## src/rtl/reflet_int_ctrl.sv

```systemverilog
// reflet_int_ctrl: a 4-source interrupt controller for the reflet CPU bus.
//
// Each raw irq_in line is synchronized through two flops (s1, s2). A third
// flop (s3) keeps the previous synchronized value so that rising edges can
// be detected. Detected requests latch into PENDING. ext_int presents
// PENDING & MASK to the CPU.
//
// Register window, at offsets from base_addr:
//   0 PENDING  read; writing 1 to a bit clears it
//   1 MASK     read/write, 1 = interrupt enabled
//   2 MODE     read/write, per bit: 0 = rising edge, 1 = level
//   3 STATUS   read-only view of the synchronized inputs (s2)
//
// Ports:
//   clk       sole clock; all state changes on its rising edge
//   reset     synchronous, active-high
//   irq_in    raw interrupt sources, asynchronous to clk
//   addr      CPU bus address, wordsize bits
//   data_in   CPU write data, wordsize bits
//   write_en  CPU write strobe
//   data_out  registered read data, one cycle of latency
//   ext_int   interrupt requests to the CPU
module reflet_int_ctrl #(
    parameter int                  wordsize  = 8,
    parameter logic [wordsize-1:0] base_addr = 8'hF0
) (
    input  logic                clk,
    input  logic                reset,
    input  logic [3:0]          irq_in,
    input  logic [wordsize-1:0] addr,
    input  logic [wordsize-1:0] data_in,
    input  logic                write_en,
    output logic [wordsize-1:0] data_out,
    output logic [3:0]          ext_int
);

    logic [3:0]          s1_q, s1_d;
    logic [3:0]          s2_q, s2_d;
    logic [3:0]          s3_q, s3_d;
    logic [3:0]          pending_q, pending_d;
    logic [3:0]          mask_q, mask_d;
    logic [3:0]          mode_q, mode_d;
    logic [wordsize-1:0] data_out_q, data_out_d;

    logic [wordsize-1:0] offset;
    logic                in_win;
    logic [3:0]          set_vec;
    logic [3:0]          clr_vec;
    logic [3:0]          rd_nib;

    // Only the low nibble of the write data is stored.
    logic unused_data_in;
    assign unused_data_in = ^data_in[wordsize-1:4];

    always_comb begin
        // A subtraction decodes the window. Addresses below base_addr wrap
        // around to a large offset, so they fall outside the window, because
        // base_addr leaves room for all four registers below 2^wordsize.
        offset = addr - base_addr;
        in_win = (offset[wordsize-1:2] == '0);

        s1_d = irq_in;
        s2_d = s1_q;
        s3_d = s2_q;

        // Level mode sets the bit whenever the synchronized input is high.
        // Edge mode sets it only on a 0->1 transition of the synchronized input.
        set_vec = (mode_q & s2_q) | (~mode_q & s2_q & ~s3_q);

        clr_vec = '0;
        if (write_en && in_win && offset[1:0] == 2'd0) begin
            clr_vec = data_in[3:0];
        end

        // If a bit is set and cleared at the same edge, the set takes priority.
        pending_d = (pending_q & ~clr_vec) | set_vec;

        mask_d = mask_q;
        mode_d = mode_q;
        if (write_en && in_win && offset[1:0] == 2'd1) begin
            mask_d = data_in[3:0];
        end
        if (write_en && in_win && offset[1:0] == 2'd2) begin
            mode_d = data_in[3:0];
        end

        // Reads use the values from before the current edge, so a read and a
        // write to the same register in one cycle return the old contents.
        case (offset[1:0])
            2'd0:    rd_nib = pending_q;
            2'd1:    rd_nib = mask_q;
            2'd2:    rd_nib = mode_q;
            default: rd_nib = s2_q;
        endcase

        data_out_d = '0;
        if (in_win) begin
            data_out_d[3:0] = rd_nib;
        end
    end

    always_ff @(posedge clk) begin
        if (reset) begin
            s1_q       <= '0;
            s2_q       <= '0;
            s3_q       <= '0;
            pending_q  <= '0;
            mask_q     <= 4'b1111;
            mode_q     <= '0;
            data_out_q <= '0;
        end else begin
            s1_q       <= s1_d;
            s2_q       <= s2_d;
            s3_q       <= s3_d;
            pending_q  <= pending_d;
            mask_q     <= mask_d;
            mode_q     <= mode_d;
            data_out_q <= data_out_d;
        end
    end

    assign ext_int  = pending_q & mask_q;
    assign data_out = data_out_q;

endmodule

```

## config.mk

```make
export PLATFORM = sky130hd
export DESIGN_NAME = reflet_int_ctrl
export DESIGN_NICKNAME = d
export VERILOG_FILES = /design/src/rtl/reflet_int_ctrl.sv
export SDC_FILE = /design/constraint.sdc
export NUM_CORES = 1
export LEC_CHECK = 0
export ABC_AREA = 0
export CORE_MARGIN = 10
export CORE_UTILIZATION = 39
export DETAILED_ROUTE_END_ITERATION = 8
export GPL_TIMING_DRIVEN = 0
export PLACE_DENSITY = 0.77
export SYNTH_ARGS = -nofsm -noshare
export SYNTH_HDL_FRONTEND = slang
export SYNTH_SLANG_ARGS = --single-unit
```

## constraint.sdc

```tcl
create_clock -name clk -period 1 [get_ports clk]
set_input_delay 0.1 -clock clk [delete_from_list [all_inputs] [get_ports clk]]
set_output_delay 0.1 -clock clk [all_outputs]
set_load 0.02 [all_outputs]
```

==> results of run 1 <==
-- layer usage --
layer / global-route usage (%) / part of all wire, %
met4: 2.48 / 0.71
met1: 10.8 / 44
met2: 15.4 / 48
met5: 0 / 0
met3: 3.19 / 7.1
-- what timing repair did --
action	4_1_cts	5_1_grt
pin swaps	4	2
setup endpoints to repair	24	12
setup buffers	2	1
endpoints found under the hold margin	0	0
resized for setup	70	3
-- logic make-up (layout without fill, tap and decap cells) --
group                  Yosys count  after routing
AND/OR/NAND/NOR                 51             51
flip-flops                      28             28
multiplexers                    12             12
buffers and inverters           12             44
AO/OA/AOI/OAI                    6              6
other                            1              4
-- layout by cell type (no fill, tap or decap), drive strengths merged --
| cell type | instances |
|---|---|
| a311oi | 2 |
| dfxtp | 28 |
| clkbuf | 7 |
| buf | 18 |
| dlymetal6s2s | 1 |
| inv | 2 |
| a21oi | 2 |
| mux2i | 8 |
| mux4 | 4 |
| dlygate4sd2 | 8 |
| and4bb | 1 |
| a32o | 2 |
| and3 | 2 |
| nand4 | 3 |
| and4 | 1 |
| clkdlybuf4s50 | 8 |
| nor2 | 9 |
| and4b | 1 |
| conb | 4 |
| nor2b | 16 |
| nand2 | 10 |
| nand2b | 4 |
| and2 | 4 |
-- state kept, by name (all words and copies together), names as in the netlist --
signal and cells:
data_out 4, pending_q 4, mask_q 4, s1_q 4, s3_q 4, mode_q 4, s2_q 4
-- power by group through the flow --
stage	sequential, mW	clock [mW]	combinational [mW]
2_1_floorplan	1.18	0	0.133
3_3_place_gp	1.18	0	0.240
3_5_place_dp	1.18	0	0.245
4_1_cts	1.16	0.560	0.256
5_1_grt	1.16	0.605	0.283
6_report	1.16	0.551	0.261
-- critical path, delay by kind of cell, from the launching register on --
kind	cells	cell delay, ps
buffers and inverters	1	120
AND/OR/NAND/NOR	1	160
flip-flops	1	360
-- stage by stage --
stage	util (%)	setup TNS, ps	hold WS (ps)	instances
after floorplan	-	0	183	113
after global placement	51.8	-9410	418	169
after detailed placement	51.8	-10020	427	169
after CTS	54.5	-399	271	175
after global routing	55.2	-610	122	176
final	55.2	-427	103	176
-- worst min-delay path by stage --
| stage | start | end | slack (ps) |
|---|---|---|---|
| CTS | addr[0] | pending_q[3]$_SDFF_PP0_ | 270 |
| detailed placement | s1_q[0]$_SDFF_PP0_ | s2_q[0]$_SDFF_PP0_ | 430 |
| global placement | s1_q[2]$_SDFF_PP0_ | s2_q[2]$_SDFF_PP0_ | 420 |
| finish | reset | s3_q[0]$_SDFF_PP0_ | 100 |
| floorplan | reset | s3_q[0]$_SDFF_PP0_ | 180 |
| global route | reset | s3_q[3]$_SDFF_PP0_ | 120 |
-- area by class of cell --
cell class | instances | area (µm²)
fill | 251 | 1250
sequential | 28 | 578
multi-input combinational | 73 | 549
timing repair buffer | 28 | 250
buffer | 10 | 73.8
tap | 31 | 38.8
clock buffer | 4 | 36.3
inverter | 2 | 7.51
==> flow_summary_export.csv, run 1 <==
group,metric,value,unit
clock_tree,clk_transition_reported_paths,140,ps
yosys,synth-edff-count,0,
sta,layout_min_cycle_time,1070,ps
yosys,synth_top_area_share,49.2,%
cells_and_area,drive_above_1_share,33.1,%
power,p_total,1.97,mW
global_routing,gr-total-overflow,0,
yosys,yosysMostFrequentCell,"dfxtp_1",
power,switchingPower,0.451,mW
sta,finalClockSkew,2.43,ps
run,maxCapViolCount,0,
worst_setup_path,reg2regPathDepth,2,
yosys,ys_seq_area_share,49.2,%
detailed_routing,dr.pass1.iters,6,
worst_setup_path,start_kind,"register",
worst_setup_path,crit_required,900,ps
sta,setup_slack,-70.1,ps
power,p_int,1.52,mW
placement,place_area,0.00144,mm²
yosys,yosys.area_share.adder,0,%
die,die_w,74.0,µm
worst_setup_path,end_kind,"primary output",
yosys,netlist_area,0.00114,mm²
power,sequentialPowerShare,58.8,%
power,powerDensity,1280,mW/mm²
detailed_routing,routedWlPerCell,14.5,µm
die,rows,19,
global_routing,grtUsageTotal,9.17,%
hold_path,min_path_type,"input pin to register",
yosys,synth_xor_area_share,0,%
hold_path,hold_depth,2,
detailed_routing,drtIter0Drc,25,
sta,setup_viol,8,
die,die_area,0.00548,mm²
sta,finalCritPeriodShare,107,%
worst_setup_path,arrival,970,ps
power,cellLeakagePower,0.630,nW
placement,pre_cts_ws,-480,ps
detailed_routing,vias,856,
cells_and_area,nets,169,
clock_tree,clkSinkCount,28,
cells_and_area,area_growth,34.7,%
run_status,status,"complete, but fails checks",
worst_setup_path,r2r-end,"data_out[1]$_SDFF_PP0_",
worst_setup_path,path_class,"register to primary output",
yosys,avgSynthCellArea,10.4,µm²
worst_setup_path,max_stage_delay,360,ps
yosys,synth_top_family_by_area,"simple AND/OR/NAND/NOR gates",
placement,hpwl,1.90,mm
yosys,yosys-top-cells-area,"dfxtp_1 49%, nor2b_1 8.8%, mux4_2 7.9%, mux2i_1 7.0%, buf_4 4.0%",
power,pwr-share-comb,13.2,%
die,dieHeight,74.0,µm
worst_setup_path,cp_cell_sequence,"and2_4, buf_6",
yosys,async_flop_share,0,%
die,start_util,40.9,%
yosys,ys_types,21,
detailed_routing,vias_per_cell,4.86,
worst_setup_path,cp-endpoint,"ext_int[0]",
clock_tree,cts_buffers,3,
worst_setup_path,cp_max_fo,3,
global_routing,antenna_found_initial,0,
cells_and_area,diodes,0,
clock_tree,cts.path.max_buffers,2,
yosys,synthCells,110,
worst_setup_path,crit_start,"mask_q[0]$_SDFFE_PP1P_",
clock_tree,htree_levels,1,
cells_and_area,fin_area,0.00153,mm²
run_status,violations,"setup timing",
sta,rsz0062_at_grt,"yes",
clock_tree,clk_latency,330,ps
global_routing,grt_pass1_vias,834,
yosys,synth_seq_cells,28,
worst_setup_path,r2r-start,"s2_q[1]$_SDFF_PP0_",
yosys,synthTopCellsByCount,"28 x dfxtp_1, 16 x nor2b_1, 10 x nand2_1",
worst_setup_path,r2r_slack,-70,ps
yosys,ys_warn_count,0,
die,pin_count,35,
yosys,synth_compound_area_share,4.18,%
clock_tree,ctsHoldBuffers,0,
placement,globalplace.congestion,0.802,
worst_setup_path,cp_slowest_cell,"dfxtp_2",
die,core_area,0.00278,mm²
yosys,synth-simple-area-share,25.3,%
power,clkPwrFrac,27.9,%
global_routing,grt_max_degree,16,
placement,port-buffer-count,25,
clock_tree,cts_root_buf,"clkbuf_4",
power,ir_worst_vdd,1.05,mV
detailed_routing,drcViolationCount,0,
clock_tree,cts_tree,"done",
global_routing,grt_pass1_wl,4.03,mm
sta,finalHoldViolCount,0,
yosys,yosys.area.top_type,"dfxtp_1",
yosys,muxShareOfSynthArea,14.9,%
power,swShare,22.9,%
detailed_routing,drtAntennaViolNets,0,
sta,timing.fmax,935,MHz
detailed_routing,routed_wl,2.55,mm
sta,maxSlewViolCount,0,
yosys,synth_flop_cell,"dfxtp_1",
No activity file was read; power rests on OpenSTA's default activity.
==> inputs of run 2 (changes only) <==
PLACE_DENSITY = 0.71   (was 0.77)
==> run 2 against run 1 <==
  * The run still ends with setup timing left
  * Die area stayed put
  * Critical path depth is the same
  * Clock power rose by 34%
==> flow_summary_export.csv, run 2 (synthesis results as in run 1) <==
group,metric,value,unit
detailed_routing,wl_met3,184,µm
clock_tree,cts_root_buf,"clkbuf_4",
worst_setup_path,r2r_slack,-40,ps
placement,port-buffer-count,25,
sta,setup_slack,-54.2,ps
worst_setup_path,end_kind,"primary output",
run_status,violations,"setup timing",
power,pwr-share-comb,11.8,%
clock_tree,clk_latency,330,ps
sta,finalHoldViolCount,0,
power,sequentialPowerShare,53.9,%
detailed_routing,vias,871,
clock_tree,cts.path.max_buffers,2,
cells_and_area,diodes,0,
cells_and_area,final_cell_mix,"16 x nor2b_1, 15 x dfxtp_1, 13 x dfxtp_2",
placement,place_area,0.00144,mm²
detailed_routing,drtAntennaViolNets,0,
sta,finalCritPeriodShare,105,%
global_routing,grt_pass1_vias,933,
global_routing,grtUsageTotal,9.03,%
power,swShare,21.1,%
run,maxCapViolCount,0,
sta,maxSlewViolCount,0,
worst_setup_path,crit_start,"pending_q[1]$_SDFF_PP0_",
worst_setup_path,path_class,"register to primary output",
power,p_int,1.70,mW
global_routing,grt_pass1_wl,4.07,mm
worst_setup_path,reg2regPathDepth,2,
global_routing,antenna_found_initial,0,
sta,timing.fmax,949,MHz
worst_setup_path,crit_required,900,ps
power,clkPwrFrac,34.2,%
global_routing,grt_max_degree,17,
sta,rsz0062_at_grt,"yes",
power,switchingPower,0.455,mW
global_routing,gr-total-overflow,0,
cells_and_area,fin_area,0.00154,mm²
cells_and_area,nets,170,
die,pin_count,35,
worst_setup_path,arrival,950,ps
worst_setup_path,cp_max_fo,3,
die,dieHeight,74.0,µm
die,rows,19,
worst_setup_path,start_kind,"register",
placement,hpwl,1.87,mm
die,core_area,0.00278,mm²
run_status,status,"complete, but fails checks",
detailed_routing,drtIter0Drc,37,
power,ir_worst_vdd,1.00,mV
detailed_routing,drcViolationCount,0,
cells_and_area,drive_above_1_share,32.9,%
clock_tree,htree_levels,1,
detailed_routing,dr.pass1.iters,4,
sta,layout_min_cycle_time,1050,ps
placement,globalplace.congestion,0.849,
die,die_area,0.00548,mm²
clock_tree,clkSinkCount,28,
sta,finalClockSkew,6.88,ps
detailed_routing,wl_met2,1.17,mm
detailed_routing,vias_per_cell,4.92,
cells_and_area,area_growth,35.2,%
hold_path,min_from,"reset",
sta,setup_viol,8,
die,die_w,74.0,µm
worst_setup_path,cp-endpoint,"ext_int[1]",
detailed_routing,top_layer,"met4",
detailed_routing,routedWlPerCell,14.0,µm
cells_and_area,mostFrequentLayoutCell,"nor2b_1",
detailed_routing,routed_wl,2.48,mm
power,powerDensity,1400,mW/mm²
power,cellLeakagePower,0.638,nW
clock_tree,clk_transition_reported_paths,150,ps
clock_tree,cts_tree,"done",
worst_setup_path,r2r-start,"s2_q[0]$_SDFF_PP0_",
clock_tree,cts_buffers,3,
sta,setup_tns,-316,ps
hold_path,min_path_type,"input pin to register",
die,start_util,40.9,%
detailed_routing,wl_met1,1.10,mm
worst_setup_path,r2r-end,"data_out[0]$_SDFF_PP0_",
==> run 2: changes by cell type in the layout (fill, tap and decap cells not counted), sizes merged <==
cell	before	now
buf	18	19
bufinv	0	1
clkbuf	7	6
==> run 2: how the worst min path moves through the flow <==
stage                        endpoint  slack (ps)  depth (start not counted)
2_1_floorplan      s3_q[0]$_SDFF_PP0_         180                          1
3_3_place_gp       s2_q[2]$_SDFF_PP0_         420                          1
3_5_place_dp       s2_q[2]$_SDFF_PP0_         430                          1
4_1_cts        data_out[1]$_SDFF_PP0_         240                          3
5_1_grt            s3_q[0]$_SDFF_PP0_          80                          2
6_report           s3_q[3]$_SDFF_PP0_         100                          2
==> run 2: metrics by stage <==
step / power (mW) / worst slack [ps] / utilization (%) / hold slack [ps] / instances
3_5_place_dp: 1.43 / -464 / 51.8 / 426 / 169
6_report: 2.15 / -54.2 / 55.3 / 95.5 / 177
3_3_place_gp: 1.42 / -440 / 51.8 / 421 / 169
2_1_floorplan: 1.31 / 9.87 / - / 183 / 113
4_1_cts: 2.17 / -59.4 / 54.9 / 242 / 176
5_1_grt: 2.26 / -111 / 55.3 / 83.9 / 177
==> run 2: final cells by class <==
class	instances	area [µm²]
sequential	28	577
clock buffer	3	22.5
clock inverter	1	30.0
inverter	2	7.51
buffer	10	70.1
fill	250	1240
multi-input combinational	73	536
tap	31	38.8
timing repair buffer	29	258
==> run 2: power by group through the flow <==
stage               sequential, mW  combinational (mW)  clock (mW)
global placement              1.18               0.240           0
global route                  1.17               0.276       0.812
finish                        1.16               0.254       0.738
CTS                           1.16               0.251       0.756
detailed placement            1.18               0.244           0
floorplan                     1.18               0.133           0
==> run 2: worst max-delay path, cell delays in order, from the launching register on <==
cell and delay (ps):
dfxtp_2 360, and2_4 150, buf_6 120
==> run 2: layer usage <==
layer | track usage, % | vias up
met2 | 15.2 | 25
met3 | 3.06 | 4
li1 | - | 436
met4 | 4.35 | 0
met1 | 9.95 | 406
met5 | 0 | -
==> run 2: timing repair <==
action / CTS / global route
hold buffers: 0 / 0
buffers inserted: 3 / 1
resized for setup: 68 / 4
endpoints found under the setup margin: 24 / 14
pin swaps: 6 / 0
==> inputs of run 3 (changes only) <==
==> constraint.sdc (replaced) <==
create_clock -name clk -period 1 [get_ports clk]
set_input_delay 0.25 -clock clk [delete_from_list [all_inputs] [get_ports clk]]
set_output_delay 0.25 -clock clk [all_outputs]
set_load 0.02 [all_outputs]
==> run 3 against run 2 <==
  * The flow still finishes with violations (setup timing)
  * Sequential power hardly changed
  * Sequential cell count unchanged
  * Cell count is 3.4% higher
  * Largest power group unchanged
==> flow_summary_export.csv, run 3 (synthesis results as in run 1) <==
group,metric,value,unit
run_status,status,"complete, but fails checks",
run_status,violations,"setup timing",
detailed_routing,dr.pass1.iters,4,
clock_tree,clk_transition_reported_paths,150,ps
sta,finalClockSkew,3.15,ps
detailed_routing,routed_wl,2.51,mm
detailed_routing,wl_met2,1.26,mm
detailed_routing,drcViolationCount,0,
die,dieHeight,74.0,µm
worst_setup_path,r2r_slack,-140,ps
global_routing,antenna_found_initial,0,
die,die_w,74.0,µm
clock_tree,ctsHoldBuffers,0,
detailed_routing,top_layer,"met4",
global_routing,gr-total-overflow,0,
worst_setup_path,path_class,"register to primary output",
clock_tree,cts_tree,"done",
die,pin_count,35,
cells_and_area,final_cell_mix,"16 x nor2b_1, 16 x buf_6, 16 x dfxtp_1",
cells_and_area,utilization,59.1,%
hold_path,hold_depth,2,
sta,maxSlewViolCount,0,
placement,place_inst,169,
power,powerDensity,1330,mW/mm²
hold_path,min_from,"reset",
worst_setup_path,reg2regPathDepth,3,
cells_and_area,nFillCells,237,
power,cellLeakagePower,0.666,nW
hold_path,whs_endpoint,"s3_q[3]$_SDFF_PP0_",
global_routing,grt_pass1_vias,904,
detailed_routing,wl_met1,1.03,mm
global_routing,grtUsageTotal,9.45,%
sta,layout_min_cycle_time,1220,ps
cells_and_area,layoutNonFillerInstCount,183,
worst_setup_path,r2r-end,"data_out[2]$_SDFF_PP0_",
sta,setup_slack,-218,ps
clock_tree,clk_latency,340,ps
placement,port-buffer-count,25,
detailed_routing,drtIter0Drc,32,
global_routing,grt_max_degree,17,
worst_setup_path,cp_max_fo,2,
sta,hold_slack,327,ps
run,maxCapViolCount,0,
detailed_routing,vias,879,
sta,setup_viol,12,
hold_path,min_path_type,"input pin to register",
worst_setup_path,crit_required,750,ps
clock_tree,htree_levels,1,
die,rows,19,
detailed_routing,drtAntennaViolNets,0,
global_routing,grt_pass1_wl,4.12,mm
die,die_area,0.00548,mm²
cells_and_area,drive_above_1_share,36.8,%
sta,finalCritPeriodShare,122,%
detailed_routing,routedWlPerCell,13.7,µm
placement,globalplace.congestion,0.811,
clock_tree,cts_root_buf,"clkbuf_4",
die,start_util,40.9,%
clock_tree,clkSinkCount,28,
detailed_routing,wl_met3,173,µm
power,ir_worst_vdd,0.933,mV
worst_setup_path,end_kind,"primary output",
sta,rsz0062_at_grt,"yes",
cells_and_area,area_growth,44.3,%
cells_and_area,seq_area,576,µm²
detailed_routing,vias_per_cell,4.80,
cells_and_area,multi_input_area,541,µm²
placement,hpwl,1.90,mm
worst_setup_path,arrival,970,ps
die,core_area,0.00278,mm²
cells_and_area,nets,176,
worst_setup_path,r2r-start,"mask_q[2]$_SDFFE_PP1P_",
sta,finalHoldViolCount,0,
worst_setup_path,start_kind,"register",
cells_and_area,diodes,0,
clock_tree,cts.path.max_buffers,2,
clock_tree,cts_buffers,3,
sta,timing.fmax,821,MHz
==> run 3: changes by cell type in the layout (fill, tap and decap cells not counted), sizes merged <==
cell / change
clkbuf: +1
dlymetal6s2s: -1
clkdlybuf4s15: +2
buf: +7
dlygate4sd2: -3
==> run 3: critical path, stage by stage (launching register included) <==
cell and delay, ps:
dfxtp_2 360, and2_4 150, buf_6 120
==> run 3: per-layer routing <==
metal	global-route usage [%]	vias to the layer above
met3	2.53	3
li1	-	446
met4	5.38	0
met5	0	-
met2	16.1	25
met1	10.4	405
==> run 3: power by group <==
group          leakage, nW  switching (mW)  total, mW  internal (mW)
clock network       0.0279           0.347      0.753          0.406
registers            0.230          0.0136       1.16           1.15
logic                0.408           0.111      0.278          0.168
total                0.666           0.472       2.19           1.72
==> run 3: how the worst max path moves through the flow <==
stage | start | end | slack [ps] | cells after the start
2_1_floorplan | addr[2] | mask_q[0]$_SDFFE_PP1P_ | -120 | 4
3_3_place_gp | addr[2] | mask_q[3]$_SDFFE_PP1P_ | -570 | 5
3_5_place_dp | addr[2] | mask_q[3]$_SDFFE_PP1P_ | -600 | 5
4_1_cts | pending_q[1]$_SDFF_PP0_ | ext_int[1] | -210 | 2
5_1_grt | mask_q[1]$_SDFFE_PP1P_ | ext_int[1] | -250 | 2
6_report | mask_q[0]$_SDFFE_PP1P_ | ext_int[0] | -220 | 2
==> run 3: metrics by stage <==
step                worst slack [ps]  cell area, µm²  setup TNS (ps)  power, mW
finish                          -218            1640           -1570       2.19
global route                    -254            1640           -2000       2.29
CTS                             -213            1610           -1590       2.19
detailed placement              -601            1460          -14660       1.43
global placement                -568            1460          -14100       1.42
floorplan                       -116            1170           -1130       1.31
==> run 3: what timing repair did <==
item	CTS	global route
pin swaps	5	5
setup endpoints to repair	34	15
cloned	0	0
resized for setup	83	8
buffers inserted	8	2
==> run 3: layout make-up <==
class,instances,area share [%]
well taps,31,2.36
clock buffers,3,1.37
plain buffers,10,5.26
inverters,2,0.457
clock inverters,1,1.83
flip-flops and latches,28,35.0
multi-input cells,73,32.9
repair buffers,35,20.8
